File: config.mk
export PLATFORM = sky130hd
export DESIGN_NAME = scsi_port_responder
export DESIGN_NICKNAME = d
export VERILOG_FILES = /design/src/rtl/scsi_port_responder.sv
export SDC_FILE = /design/constraint.sdc
export NUM_CORES = 1
export LEC_CHECK = 0
export CORE_UTILIZATION = 30
export CTS_CLUSTER_SIZE = 14
export DETAILED_ROUTE_END_ITERATION = 10
export PLACE_DENSITY = 0.58
export SYNTH_ARGS = -nofsm -noshare
export SYNTH_HDL_FRONTEND = slang
export SYNTH_SLANG_ARGS = --single-unit
File: constraint.sdc
create_clock -name CPUCLK -period 5.5 [get_ports CPUCLK]
set_input_delay 1.1 -clock CPUCLK [delete_from_list [all_inputs] [get_ports CPUCLK]]
set_output_delay 1.1 -clock CPUCLK [all_outputs]
set_load 0.02 [all_outputs]
File: src/rtl/scsi_port_responder.sv
// SCSI-controller side of the SCSI_SM host port: strobe decode, indirect register file,
// DREQ_/DACK byte handshake and a byte FIFO toward a streaming back end.
module scsi_port_responder #(
   parameter int FIFO_DEPTH = 8,
   parameter int DREQ_LAT   = 2
) (
   input  logic       CPUCLK,
   input  logic       RESET_,
   input  logic       CS,
   input  logic       RE,
   input  logic       WE,
   input  logic       DACK,
   input  logic       A0,
   input  logic [7:0] DIN,
   output logic [7:0] DOUT,
   output logic       DOE,
   output logic       DREQ_,
   output logic       INT,
   input  logic [7:0] BK_IN_DATA,
   input  logic       BK_IN_VALID,
   output logic       BK_IN_READY,
   output logic [7:0] BK_OUT_DATA,
   output logic       BK_OUT_VALID,
   input  logic       BK_OUT_READY
);
   localparam int AW = (FIFO_DEPTH > 1) ? $clog2(FIFO_DEPTH) : 1;
   localparam int CW = AW + 1;
   localparam int LW = $clog2(DREQ_LAT + 1);

   typedef enum logic [2:0] {S_IDLE, S_REQ, S_ACK, S_HOLD, S_DONE} state_t;

   state_t          r_state;
   logic            r_re_q, r_we_q;
   logic            r_doe, r_dreq_n, r_int, r_done;
   logic [7:0]      r_dout;
   logic [1:0]      r_addr;
   logic            r_dmaen, r_dir;
   logic [15:0]     r_tc;
   logic [LW-1:0]   r_hold_cnt;
   logic [7:0]      r_mem [FIFO_DEPTH];
   logic [AW-1:0]   r_wp, r_rp;
   logic [CW-1:0]   r_cnt;

   logic w_re_edge, w_we_edge, w_dma_rd, w_dma_wr, w_reg_rd, w_reg_wr;
   logic w_full, w_empty, w_tc_nz, w_xfer, w_last, w_ctrl_wr, w_flush, w_en_clr;
   logic w_push, w_pop, w_req_ok, w_bk_in_ready, w_bk_out_valid;
   logic [7:0] w_push_data, w_head, w_rd_val;

   // One access per strobe: act only on the cycle a strobe first rises. DACK masks CS.
   assign w_re_edge = RE & ~r_re_q;
   assign w_we_edge = WE & ~r_we_q;
   assign w_dma_rd  = DACK & w_re_edge;
   assign w_dma_wr  = DACK & w_we_edge;
   assign w_reg_rd  = CS & ~DACK & w_re_edge;
   assign w_reg_wr  = CS & ~DACK & w_we_edge;

   assign w_full    = (r_cnt == CW'(FIFO_DEPTH));
   assign w_empty   = (r_cnt == '0);
   assign w_tc_nz   = (r_tc != 16'd0);
   assign w_head    = r_mem[r_rp];

   // Only a correctly-directed strobe with FIFO room/data and TC left moves a byte.
   assign w_xfer    = r_dmaen & w_tc_nz &
                      (r_dir ? (w_dma_wr & ~w_full) : (w_dma_rd & ~w_empty));
   assign w_last    = w_xfer & (r_tc == 16'd1);
   assign w_ctrl_wr = w_reg_wr & A0 & (r_addr == 2'd0);
   assign w_flush   = w_ctrl_wr & (DIN[0] != r_dir);
   assign w_en_clr  = w_ctrl_wr & ~DIN[1];
   assign w_req_ok  = r_dmaen & w_tc_nz & (r_dir ? ~w_full : ~w_empty);

   assign w_bk_in_ready  = r_dmaen & ~r_dir & ~w_full;
   assign w_bk_out_valid = r_dir & ~w_empty;
   assign w_push      = r_dir ? w_xfer : (BK_IN_VALID & w_bk_in_ready);
   assign w_pop       = r_dir ? (w_bk_out_valid & BK_OUT_READY) : w_xfer;
   assign w_push_data = r_dir ? DIN : BK_IN_DATA;

   always_comb begin
      w_rd_val = 8'h00;
      case (r_addr)
         2'd0: w_rd_val = {6'b0, r_dmaen, r_dir};
         2'd1: w_rd_val = r_tc[7:0];
         2'd2: w_rd_val = r_tc[15:8];
         default: w_rd_val = {5'b0, w_full, w_empty, r_done};
      endcase
   end

   always_ff @(posedge CPUCLK or negedge RESET_) begin
      if (!RESET_) begin
         r_re_q <= 1'b0;
         r_we_q <= 1'b0;
         r_doe  <= 1'b0;
         r_dout <= 8'h00;
      end else begin
         r_re_q <= RE;
         r_we_q <= WE;
         r_doe  <= RE & (CS | DACK);
         if (w_reg_rd)
            r_dout <= A0 ? w_rd_val : {6'b0, r_addr};
         else if (w_dma_rd & ~r_dir & ~w_empty)
            r_dout <= w_head;
      end
   end

   always_ff @(posedge CPUCLK or negedge RESET_) begin
      if (!RESET_) begin
         r_addr  <= 2'd0;
         r_dmaen <= 1'b0;
         r_dir   <= 1'b0;
         r_tc    <= 16'd0;
         r_done  <= 1'b0;
         r_int   <= 1'b0;
      end else begin
         if (w_reg_wr) begin
            if (!A0) begin
               r_addr <= DIN[1:0];
            end else begin
               case (r_addr)
                  2'd0: begin
                     r_dmaen <= DIN[1];
                     r_dir   <= DIN[0];
                  end
                  2'd1: r_tc[7:0]  <= DIN;
                  2'd2: r_tc[15:8] <= DIN;
                  default: ;
               endcase
               r_addr <= r_addr + 2'd1;
            end
         end
         if (w_reg_rd & A0) begin
            r_addr <= r_addr + 2'd1;
            if (r_addr == 2'd3) begin
               r_done <= 1'b0;
               r_int  <= 1'b0;
            end
         end
         if (w_xfer)
            r_tc <= r_tc - 16'd1;
         if (w_last) begin
            r_done  <= 1'b1;
            r_int   <= 1'b1;
            r_dmaen <= 1'b0;
         end
      end
   end

   always_ff @(posedge CPUCLK or negedge RESET_) begin
      if (!RESET_) begin
         r_wp  <= '0;
         r_rp  <= '0;
         r_cnt <= '0;
      end else if (w_flush) begin
         r_wp  <= '0;
         r_rp  <= '0;
         r_cnt <= '0;
      end else begin
         if (w_push) r_wp <= r_wp + AW'(1);
         if (w_pop)  r_rp <= r_rp + AW'(1);
         case ({w_push, w_pop})
            2'b10:   r_cnt <= r_cnt + CW'(1);
            2'b01:   r_cnt <= r_cnt - CW'(1);
            default: ;
         endcase
      end
   end

   always_ff @(posedge CPUCLK) begin
      if (w_push & ~w_flush)
         r_mem[r_wp] <= w_push_data;
   end

   // Request FSM; a final byte forces DONE from whatever state carried it.
   always_ff @(posedge CPUCLK or negedge RESET_) begin
      if (!RESET_) begin
         r_state    <= S_IDLE;
         r_dreq_n   <= 1'b1;
         r_hold_cnt <= '0;
      end else if (w_last) begin
         r_state  <= S_DONE;
         r_dreq_n <= 1'b1;
      end else begin
         case (r_state)
            S_IDLE: if (w_req_ok & ~w_en_clr) begin
               r_state  <= S_REQ;
               r_dreq_n <= 1'b0;
            end
            S_REQ: if (w_xfer) begin
               r_state  <= S_ACK;
               r_dreq_n <= 1'b1;
            end else if (~w_req_ok | w_en_clr) begin
               r_state  <= S_IDLE;
               r_dreq_n <= 1'b1;
            end
            S_ACK: if (~DACK & ~RE & ~WE) begin
               r_state    <= r_dmaen ? S_HOLD : S_IDLE;
               r_hold_cnt <= '0;
            end
            S_HOLD: begin
               if (~r_dmaen | (r_hold_cnt == LW'(DREQ_LAT - 1)))
                  r_state <= S_IDLE;
               else
                  r_hold_cnt <= r_hold_cnt + LW'(1);
            end
            default: begin
               r_state  <= S_IDLE;
               r_dreq_n <= 1'b1;
            end
         endcase
      end
   end

   assign DOUT         = r_dout;
   assign DOE          = r_doe;
   assign DREQ_        = r_dreq_n;
   assign INT          = r_int;
   assign BK_IN_READY  = w_bk_in_ready;
   assign BK_OUT_VALID = w_bk_out_valid;
   assign BK_OUT_DATA  = w_head;
endmodule
Word level (Yosys, flattened, before mapping) --
Memory sizes are Yosys's and may differ from the RTL's. Cells that the tools add are included.
Storage, ports and cells: bits in registers 48, bits in writable memories 64, input bits 25, output and inout port bits 21, memories 1
Memory list:
- r_mem | depth 8, width 8, rd ports 1, clocked after memory_dff 0, wr ports 1, line 40 | logic [7:0] r_mem [FIFO_DEPTH];
Cells by class: reductions and logical operators 28, add/subtract/negate cells 7, mux-type cells 48, equality and inequality tests 19, bitwise operators 47
Operator list (number):
- $mux 16 | 3
- $mux 8 | 6
- $and 1x1->1 | 30
- $mux 3 | 10
- $reduce_bool 2->1 | 14
- $pmux 8 s3 | 1
- $mux 1 | 17
- $eq 16x1->1 const B | 1
- $reduce_bool 16->1 | 1
- $sub 16x1->16 const B | 1
- $reduce_and 3->1 | 5
- $not 1->1 | 14
- $mux 2 | 6
- $pmux 3 s4 | 1
- $ne 3x3->1 const B | 3
- $pmux 4 s2 | 1
- $reduce_and 4->1 | 2
- $add 3x1->3 const B | 2
- $eq 2x1->1 const B | 3
- $eq 2x2->1 const B | 3
- $eq 3x2->1 const B | 2
- $add 2x1->2 const B | 2
- $add 4x1->4 const B | 1
- $eq 4x4->1 const B | 1
- other kinds (16) | 19

Logic depth before layout (Yosys ltp) --
depth after elaboration 11, depth in mapped cells 12, depth with buffers taken out 11

Worst setup path before layout --
No wires, ideal clock.
path type input port to flip-flop, start point input port DACK, end point register r_cnt[3], path buffers 0, setup time 0.078 ns, data arrival time 3.472 ns, data required time 5.422 ns, cell stages on the path 10, slack 1.950 ns, cell sequence and4bb_2 > a22oi_4 > a311oi_2 > mux2i_1 > inv_1 > ha_1 > a2111oi_0 > a211oi_1 > or3_1 > a21oi_1
On the way: longest elaborated chain between the ends 8, elaborated cells on any way between the ends 19, classes of those cells eq/ne: 2; mux: 5; bitwise: 11; reduce/logical: 1
Ends and longest elaborated chain:
- start, declared | line 12 | input logic DACK,
- $and 1x1->1, on equally long branches | line 52, 53
- $and 1x1->1 | line 64 | (r_dir ? (w_dma_wr & ~w_full) : (w_dma_rd & ~w_empty));
- $mux 1 | line 64
- $and 1x1->1 | line 63 | assign w_xfer = r_dmaen & w_tc_nz &
- $mux 1, on equally long branches | line 74, 73
- $eq 2x1->1 or $eq 2x2->1 (tied branches) | line 158 | case ({w_push, w_pop})
- $pmux 4 s2 | line 158
- $mux 4 | line 151 | end else if (w_flush) begin
- end signal, assigned | line 159 | 2'b10: r_cnt <= r_cnt + CW'(1);
- end signal, assigned | line 160 | 2'b01: r_cnt <= r_cnt - CW'(1);
- end, declared | line 42 | logic [CW-1:0] r_cnt;
Parallel ways exist; a longest one is shown, timed or not. A chain may end at the register's enable or synchronous reset.

Worst setup path after layout --
Ends and elaborated chain as after synthesis.

==> reports/results.txt <==
The largest family of logic cells by synthesized area is simple AND/OR/NAND/NOR gates. The XOR/XNOR share of the synthesized area is 1.220%. The number of input and output port buffers inserted works out to 45. Setup repair after global routing left no endpoint under its margin. Entering global routing, the biggest net connects 49 pins. Worst hold path class: reg -> reg. In this run the cell area measured after placement is 6336 µm².

During synthesis, Yosys emitted a total of 0 warnings. Using the TritonRoute via totals, the vias-per-cell ratio works out to 5.425. The final critical path takes up 75.29% of the cycle. The actual slew at the worst max-slew pin works out to 1116 ps.

The worst setup path is of the in -> reg kind. Summing the areas of all compound-gate instances in the mapped netlist gives 12.55% of the synthesized area. The post-route netlist has 12.48% of its cells at a drive strength greater than 1.

The global routing usage summed across all routing layers was 14.91%. Total standard cell area after synthesis: 5643 µm². At the end of the flow, the number of nets in the layout was 553. The routed layout has 4,069 vias. The finished cells cover 6666 µm². At the worst endpoint, the arrival time is 4430 ps. Counting flops and latches in the post-synthesis netlist gives 112. TritonCTS built the clock tree. For this configuration, the core starts out at a cell density of 30.99%.

The longest clock path from root to sink contains 2 buffers. Number of rows in the core area: 49. Number of distinct library cell variants in the gate-level netlist after synthesis: 68. The register area share after synthesis is 55.37%. The core region is 18,210 µm².

The maximum level of the CTS H-tree came out at 3. The total length of routed met2 wires is 6611 µm, and the simple-gate share of the synthesized area is 15.61%. Buffers added to address setup during post-CTS repair amount to 0. Of all nets on the critical path, the largest fanout is 15. Setup total negative slack on the finished layout was measured at 0 ps. The tool flagged a number of max-cap violations equal to 0. The die is 139.2 µm wide. The portion of synthesized area spent on multiplexers is 9.778%. In this run the clock root is driven by a sky130_fd_sc_hd__clkbuf_16. When the netlist entered floorplanning its net count stood at 509. The cell area power density is 463.1 nW/µm², and the tightest slew margin relative to the limit is 25.62%. After detailed routing, no signal wire sits above met4. Once placement completed, the tool counted placed cells totaling 734. Measured on the finished design, the core utilization comes to 36.61%.

The proportion of synthesized flip-flops having asynchronous set or reset was 42.86%; the floorplan die area was 19,360 µm². Number of global-route vias before repair: 4,021. The congestion estimate from routability-driven global placement came to 0.8702. The number of cells in the finished layout apart from fillers is 750, and the number of flops mapped to enable cells by yosys is 64. For the hold buffer count at CTS, the log shows 0.

The final reports fail on DRC. The mean routed wirelength per cell is 18.42 µm. Detailed routing placed a total of 649 µm of wire on met3.

STA classifies the critical path endpoint as a flip-flop. The tools report the final wirelength as 13,810 µm. The TritonCTS buffer count is 9. The final critical delay including setup and external delays was 4141 ps. The run finished, with violations left.

VDD sags by at most 0.0001502 V. After filler insertion, the fill cell instance count of the layout stands at 1,741. Compared with the post-synthesis result, the final layout area differs by 18.14%. The tools report the iteration count of the initial detailed-routing pass as 8. For this run, the leading register cell type out of synthesis is sky130_fd_sc_hd__edfxtp_1. The run gives 46 as the count of pins on the block boundary.

The number of max-slew violations in the final report is 0, and the remaining global-route overflow is 0. The run gives 6428 µm as the wire length the detailed router placed on met1. For the worst setup path, the data required time is 5780 ps. The run gives 0 as the number of hold violations in the final report. The global-route wire length before repair is 22,290 µm. The setup check on the worst reg-to-reg path leaves a slack of 1950 ps. After detailed routing, the number of remaining DRC violations is 4. The number of antenna diodes in the final layout is 0. The run gives 360 ps as the clock insertion delay at the later pin of the skew report. After the first detailed-routing iteration, the DRC count stood at 386. A synthesized cell averages 11.96 µm².

For the initial antenna violation count, the log shows 0. Of the total synthesized cell area, the portion taken by full adders, half adders and majority gates is 2.661%. Detailed placement ended at an HPWL of 10,030 µm.

The vertical die dimension came out at 139.2 µm. After clock tree synthesis, the clock-pin slew on the worst setup and hold paths is 80 ps. Setup violations remaining at the end of the flow were counted as 0. Summed over all cells, the static leakage comes to 2.393 nW. Post-CTS repair changed the size of 0 cells. Static timing analysis puts the maximum clock frequency at 241.5 MHz.

In this run the remaining antenna-violating nets after routing total 0. Counting every instance in the synthesized netlist gives 472. Clock skew on the completed layout was measured at 10.08 ps.

The worst setup path is launched from an input port. TritonCTS sink count: 112.
-- final timing paths --
check | end | start | depth (start not counted)
max in group asynchronous | r_dmaen$_DFFE_PN0P_ | RESET_ | 2
min reg2reg | r_hold_cnt[0]$_DFFE_PN0P_ | r_hold_cnt[0]$_DFFE_PN0P_ | 1
min | r_hold_cnt[0]$_DFFE_PN0P_ | r_hold_cnt[0]$_DFFE_PN0P_ | 1
min in group asynchronous | r_cnt[2]$_DFFE_PN0P_ | RESET_ | 2
max reg2reg | r_cnt[3]$_DFFE_PN0P_ | r_cnt[1]$_DFFE_PN0P_ | 11
max | r_cnt[3]$_DFFE_PN0P_ | DACK | 12
-- cell usage in the layout (no fill, tap or decap), types with 3 or more instances in the layout --
cell type / n
sky130_fd_sc_hd__a31oi_1: 7
sky130_fd_sc_hd__a2111oi_0: 3
sky130_fd_sc_hd__nand2_1: 59
sky130_fd_sc_hd__clkbuf_16: 9
sky130_fd_sc_hd__inv_8: 3
sky130_fd_sc_hd__o21ai_0: 14
sky130_fd_sc_hd__xnor2_1: 4
sky130_fd_sc_hd__mux2_2: 9
sky130_fd_sc_hd__o22ai_1: 5
sky130_fd_sc_hd__nand3b_1: 3
sky130_fd_sc_hd__or3_1: 7
sky130_fd_sc_hd__nor3_1: 14
sky130_fd_sc_hd__nand2b_1: 7
sky130_fd_sc_hd__dfrtp_1: 47
sky130_fd_sc_hd__nor2b_1: 3
sky130_fd_sc_hd__ha_1: 12
sky130_fd_sc_hd__clkdlybuf4s50_1: 44
sky130_fd_sc_hd__nor4_1: 5
sky130_fd_sc_hd__a22oi_1: 6
sky130_fd_sc_hd__edfxtp_1: 64
sky130_fd_sc_hd__mux2i_1: 9
sky130_fd_sc_hd__inv_1: 12
sky130_fd_sc_hd__and3_1: 5
sky130_fd_sc_hd__a21oi_1: 19
sky130_fd_sc_hd__nor3b_1: 4
sky130_fd_sc_hd__buf_4: 9
sky130_fd_sc_hd__o211ai_1: 9
sky130_fd_sc_hd__nand3_1: 18
sky130_fd_sc_hd__o22a_1: 6
sky130_fd_sc_hd__o311ai_1: 3
sky130_fd_sc_hd__o311ai_0: 4
sky130_fd_sc_hd__mux4_2: 16
sky130_fd_sc_hd__nor2_1: 32
-- final cells by class --
type                            instances  area, µm²  area share, %
Clock buffer                            9      225.2          3.378
Timing Repair Buffer                   54      513.0          7.695
Tap cell                              229      286.5          4.298
Inverter                               14      52.55         0.7883
Multi-Input combinational cell        325       2360          35.40
Clock inverter                          7      105.1          1.577
Sequential cell                       112       3124          46.87
-- metal layers --
layer,global-route usage [%],up-vias
met2,23.92,115
met1,20.63,2043
met4,4.269,0
li1,-,1904
met3,2.624,7
met5,0,-
-- sequential cells by signal (all words and copies together) (netlist names) --
signal	cells
r_addr	2
DOUT	8
r_dmaen	1
r_dir	1
r_state	3
DREQ_	1
r_wp	3
r_tc	16
r_done	1
r_mem	64
r_we_q	1
DOE	1
r_cnt	4
r_re_q	1
r_hold_cnt	2
r_rp	3
-- synthesized netlist by cell type, types with 3 or more instances --
master,count,share of area (%)
sky130_fd_sc_hd__a21oi_1,19,1.7
sky130_fd_sc_hd__nor4_1,5,0.55
sky130_fd_sc_hd__o21ai_0,14,1.2
sky130_fd_sc_hd__o311ai_1,3,0.47
sky130_fd_sc_hd__o311ai_0,4,0.62
sky130_fd_sc_hd__nor2_1,32,2.1
sky130_fd_sc_hd__nor2b_1,3,0.33
sky130_fd_sc_hd__edfxtp_1,64,34
sky130_fd_sc_hd__nor3_1,14,1.2
sky130_fd_sc_hd__mux4_2,16,6.4
sky130_fd_sc_hd__ha_1,12,2.7
sky130_fd_sc_hd__clkbuf_1,9,0.60
sky130_fd_sc_hd__xnor2_1,4,0.62
sky130_fd_sc_hd__o211ai_1,9,1.2
sky130_fd_sc_hd__dfrtp_1,47,21
sky130_fd_sc_hd__o22a_1,6,0.93
sky130_fd_sc_hd__a22oi_1,6,0.80
sky130_fd_sc_hd__o22ai_1,5,0.55
sky130_fd_sc_hd__nand2_1,59,3.9
sky130_fd_sc_hd__nor3b_1,4,0.53
sky130_fd_sc_hd__buf_1,4,0.27
sky130_fd_sc_hd__mux2i_1,9,1.6
sky130_fd_sc_hd__a31oi_1,7,0.78
sky130_fd_sc_hd__inv_1,12,0.80
sky130_fd_sc_hd__nand3_1,18,1.6
sky130_fd_sc_hd__and3_1,5,0.55
sky130_fd_sc_hd__or3_1,7,0.78
sky130_fd_sc_hd__nand3b_1,3,0.40
sky130_fd_sc_hd__a2111oi_0,3,0.47
sky130_fd_sc_hd__mux2_2,9,1.8
sky130_fd_sc_hd__buf_2,4,0.35
sky130_fd_sc_hd__nand2b_1,7,0.78
-- worst max-delay path, cell delays in order --
cell	delay [ps]
sky130_fd_sc_hd__clkdlybuf4s50_1	570
sky130_fd_sc_hd__and4b_1	320
sky130_fd_sc_hd__a22oi_4	100
sky130_fd_sc_hd__a311oi_2	240
sky130_fd_sc_hd__buf_4	250
sky130_fd_sc_hd__mux2i_1	340
sky130_fd_sc_hd__inv_1	90
sky130_fd_sc_hd__ha_1	350
sky130_fd_sc_hd__a2111oi_0	490
sky130_fd_sc_hd__a211oi_1	120
sky130_fd_sc_hd__or3_1	320
sky130_fd_sc_hd__a21oi_1	140
-- per-stage QoR --
stage               hold slack, ps  worst slack (ps)  power [mW]
floorplan                    457.3              1950       1.995
global placement             465.8              1217       2.370
detailed placement           490.1              1007       2.398
CTS                          500.3              1385       3.115
global route                 521.6              1194       3.271
finish                       495.3              1359       3.087
-- cell families (layout without fill, tap and decap cells) --
| kind of cell | Yosys count | count (layout) |
|---|---|---|
| simple gates | 173 | 173 |
| buf+inv | 35 | 84 |
| fa+ha+maj | 12 | 12 |
| flops | 112 | 112 |
| mux | 34 | 34 |
| compound gates | 99 | 99 |
| xor+xnor | 7 | 7 |
-- where the power goes --
| part | total, mW | switching [mW] | leakage, nW | internal (mW) |
|---|---|---|---|---|
| registers | 1.30 | 0.243 | 1.16 | 1.05 |
| clock network | 0.713 | 0.340 | 0.162 | 0.373 |
| logic | 1.08 | 0.560 | 1.07 | 0.518 |
No activity file was read; power rests on OpenSTA's default activity.
==> patch 1: new RTL, same flow settings <==
Set the parameter `DREQ_LAT` to 4 (it was 2).
--- a/src/rtl/scsi_port_responder.sv
+++ b/src/rtl/scsi_port_responder.sv
@@ -3,5 +3,5 @@
 module scsi_port_responder #(
    parameter int FIFO_DEPTH = 8,
-   parameter int DREQ_LAT   = 2
+   parameter int DREQ_LAT   = 4
 ) (
    input  logic       CPUCLK,
Function: changed (a bounded check fails within 10 cycles, from zero or initial values and one cycle with RESET_ low).
==> patch 1 against the unedited design <==
Sequential share of layout area down 1.6 points; non-clock buffer count down 3; area after synthesis up 1.6%; global-route usage up 1.4 points; design area up 4.4%; clock power up 42%; worst setup slack worse by 8.5 ps; sequential cell count up 1; power up 15%; die area up 1.6%; count of clock-buffer cells in the layout up 8; wire length up 10%; utilization up 0.61 points; largest cell class unchanged; highest routed layer unchanged.
==> patch 1: results (changes against the unedited design) <==
[placement]
place_hpwl_um = 11000  ; was 10000 um
gp_congestion = 0.861  ; was 0.870
pre_cts_slack_ps = 1220  ; was 1010 ps

[grt]
grt_pass1_vias = 4072  ; was 4021
track_usage_pct = 16.3  ; was 14.9%

[power_and_ir_drop]
p_sw_w = 0.00131  ; was 0.00114 W
pg_seq_w = 0.00138  ; was 0.00130 W
p_leak_nw = 2.50  ; was 2.39 nW

[cells_and_area]
drive_above_1_share_pct = 15.8  ; was 12.5%
finalNetCount = 551  ; was 553

[sta]
fmaxAchievable_mhz = 241  ; about the same
clock_skew_ps = 7.09  ; was 10.1 ps

[clock_network]
numCtsBuffers = 17  ; was 9
clk_pin_slew_ps = 50  ; was 80 ps
htree_levels = 4  ; was 3
clk_latency_ps = 410  ; was 360 ps

[synthesis]
synth_fa_ha_area_share_pct = 2.84  ; was 2.66%
async_flop_share_pct = 43.4  ; was 42.9%
synth_compound_area_share_pct = 11.7  ; was 12.5%
synthXorXnorAreaFrac_pct = 1.51  ; was 1.22%

[critical_path]
reg2reg_depth = 10  ; was 11
cp_slowest_stage_delay_ps = 1090  ; was 570 ps
cp.arrival_ps = 3050  ; was 4430 ps
rrSetupSlack_ps = 1910  ; was 1950 ps
cp-end-kind = output pin  ; was flip-flop

[outcome]
status = complete, no violations  ; was complete, but fails checks

[route]
drt_iter0_markers = 340  ; was 386

## patch 1: changes by cell type after synthesis, sizes merged, moves of 5 or more
cell,change
o211ai,-6
nor2b,+5
mux2,+8
o32a,+5
nand3,-7
nor2,+17
nand2,-28
## patch 1: per-stage QoR
step / hold WS (ps) / std cells
after global routing: 535 / 760
after detailed placement: 484 / 728
after CTS: 498 / 760
final: 493 / 760
after floorplan: 457 / 465
after global placement: 467 / 728
## patch 1: cell type report
cell class | instances | area (um^2)
clock inverters | 15 | 121
fillers | 1778 | 11700
inverters | 14 | 52.6
repair buffers | 51 | 490
clock buffers | 17 | 425
well taps | 234 | 293
multi-input cells | 316 | 2430
flip-flops and latches | 113 | 3150
## patch 1: per-layer routing
layer	GRT usage [%]	vias up	routed length (um)
li1	-	1895	-
met2	25.4	140	7050
met1	21.8	2051	6970
met5	0	-	0
met3	3.73	30	750
met4	6.65	0	412
## patch 1: critical path, delay by kind of cell (launching register included)
kind | cells | cell delay (ps)
buf+inv | 1 | 560
mux | 2 | 970
flops | 1 | 1090
==> patch 2: new RTL, same flow settings <==
Without the edit above. The 5 states of `state_t` get a one-hot encoding in 5 bits.
--- a/src/rtl/scsi_port_responder.sv
+++ b/src/rtl/scsi_port_responder.sv
@@ -28,5 +28,5 @@
    localparam int LW = $clog2(DREQ_LAT + 1);
 
-   typedef enum logic [2:0] {S_IDLE, S_REQ, S_ACK, S_HOLD, S_DONE} state_t;
+   typedef enum logic [4:0] {S_IDLE = 5'b00001, S_REQ = 5'b00010, S_ACK = 5'b00100, S_HOLD = 5'b01000, S_DONE = 5'b10000} state_t;
 
    state_t          r_state;
Formal check against the unedited RTL: same outputs for any inputs over 4 cycles, from zero or initial values and one cycle with RESET_ low; so few cycles prove little.
==> patch 2 against the unedited design <==
Power is 11% higher; wire length increased by 2.6%; maximum frequency increased by 1.3%; synthesized cell count is 1.7% lower; register-to-register slack improved by 300 ps; worst setup slack better by 54 ps; critical path depth fell by 5; sequential cell count up 2; area after synthesis up 2.2%; clock skew decreased by 1.8 ps; design area is 5.4% higher; highest routed layer unchanged.
==> patch 2: results (changes against the unedited design) <==
[power_and_ir_drop]
ir_worst_vdd_mv = 0.301  ; was 0.150 mV
p_int_w = 0.00225  ; was 0.00194 W
p_leak_nw = 2.56  ; was 2.39 nW
comb-power_w = 0.00104  ; was 0.00108 W
p_per_area_nw_per_um2 = 487  ; was 463 nW/um^2

[synthesis]
yosys-top-cells-area = edfxtp_1 33%, dfrtp_1 21%, mux4_2 6.3%  ; was edfxtp_1 34%, dfrtp_1 21%, mux4_2 6.4%
synthesis.nets = 501  ; was 509
avgSynthCellArea_um2 = 12.4  ; was 12.0 um^2
async_flop_share_pct = 43.9  ; was 42.9%
synth_cell_type_count = 70  ; was 68
ys_seq_area_share_pct = 55.1  ; was 55.4%
synthTopCellsByCount = 64 x edfxtp_1, 48 x dfrtp_1, 45 x nor2_1, 34 x nand2_1, 23 x a21oi_1  ; was 64 x edfxtp_1, 59 x nand2_1, 47 x dfrtp_1, 32 x nor2_1, 19 x a21oi_1

[cells_and_area]
area_growth_pct = 21.9  ; was 18.1%
multi_input_area_share_pct = 34.7  ; was 35.4%
clkbuf_count = 17  ; was 9
fill_cells = 1801  ; was 1741
buffer_area_share_pct = 7.30  ; was 7.70%
seq_cell_count = 114  ; was 112
fin_cells = 760  ; was 750
sh_seq_area_pct = 45.2  ; was 46.9%
finalNetCount = 551  ; was 553
drive_above_1_share_pct = 17.3  ; was 12.5%
multi_input_gates = 319  ; was 325
inv_count = 8  ; was 14

[clock_network]
clockBufferDepth = 2  ; unchanged
clk_pin_slew_ps = 60  ; was 80 ps
clk_latency_ps = 410  ; was 360 ps
htree_levels = 4  ; was 3

[route]
drc = 0  ; was 4
dr_wl_met2_um = 6780  ; was 6610 um
first_pass_iters = 5  ; was 8
wirelength_um = 14200  ; was 13800 um
viasPerCell = 5.38  ; was 5.43
drt_iter0_markers = 262  ; was 386
wl_met1_um = 6550  ; was 6430 um

[placement]
dpl-instance-area_um2 = 6450  ; was 6340 um^2
gp_congestion = 0.828  ; was 0.870
dp_cells = 729  ; was 734
pre_cts_slack_ps = 1050  ; was 1010 ps
place_hpwl_um = 10200  ; was 10000 um

[outcome]
status = complete, no violations  ; was complete, but fails checks

[critical_path]
cp.arrival_ps = 4120  ; was 4430 ps
crit_path_end = r_mem[6][6]  ; was r_cnt[3]
crit_fanout = 8  ; was 15
rrSetupSlack_ps = 2250  ; was 1950 ps
reg2reg_depth = 6  ; was 11
reg2reg_from = r_dir  ; was r_cnt[1]

[grt]
grtUsageMet2_pct = 24.4  ; was 23.9%
track_usage_pct = 15.4  ; was 14.9%
use_met1_pct = 20.8  ; was 20.6%
grt_pass1_wl_um = 22900  ; was 22300 um
grt_max_degree = 51  ; was 49
grt_util_met3_pct = 3.53  ; was 2.62%

[sta]
fmaxAchievable_mhz = 245  ; was 241 MHz
clock_skew_ps = 8.31  ; was 10.1 ps

[hold_path]
min_to = r_hold_cnt[0]  ; unchanged

==> patch 2: cell count changes after synthesis, moves of 5 or more <==
cell      change
nand2_1      -25
nor2_1       +13
mux2_2        +9
nand3_1       -6
nor2b_1       +6
o211ai_1      -6
a31oi_1       -5
or3_1         -5
==> patch 2: metrics by stage <==
| step | hold WS, ps | total power, W |
|---|---|---|
| floorplan | 458 | 0.00199 |
| global placement | 478 | 0.00234 |
| detailed placement | 488 | 0.00237 |
| CTS | 501 | 0.00346 |
| global route | 519 | 0.00362 |
| finish | 500 | 0.00342 |
==> patch 2: kinds of logic after synthesis <==
family,share of synthesized area (%)
adders and majority gates,2.60
and+or+nand+nor,15.2
buffers and inverters,2.63
xor gates and xnor gates,1.19
muxes,11.5
DFF,55.1
AOI/OAI and AO/OA,11.8
==> patch 2: critical path, cell delays in order <==
cell	delay, ps
clkdlybuf4s50_1	580
nand4bb_1	460
o22ai_2	450
and3_1	410
o2bb2ai_4	190
nor3b_2	270
nor2b_1	660
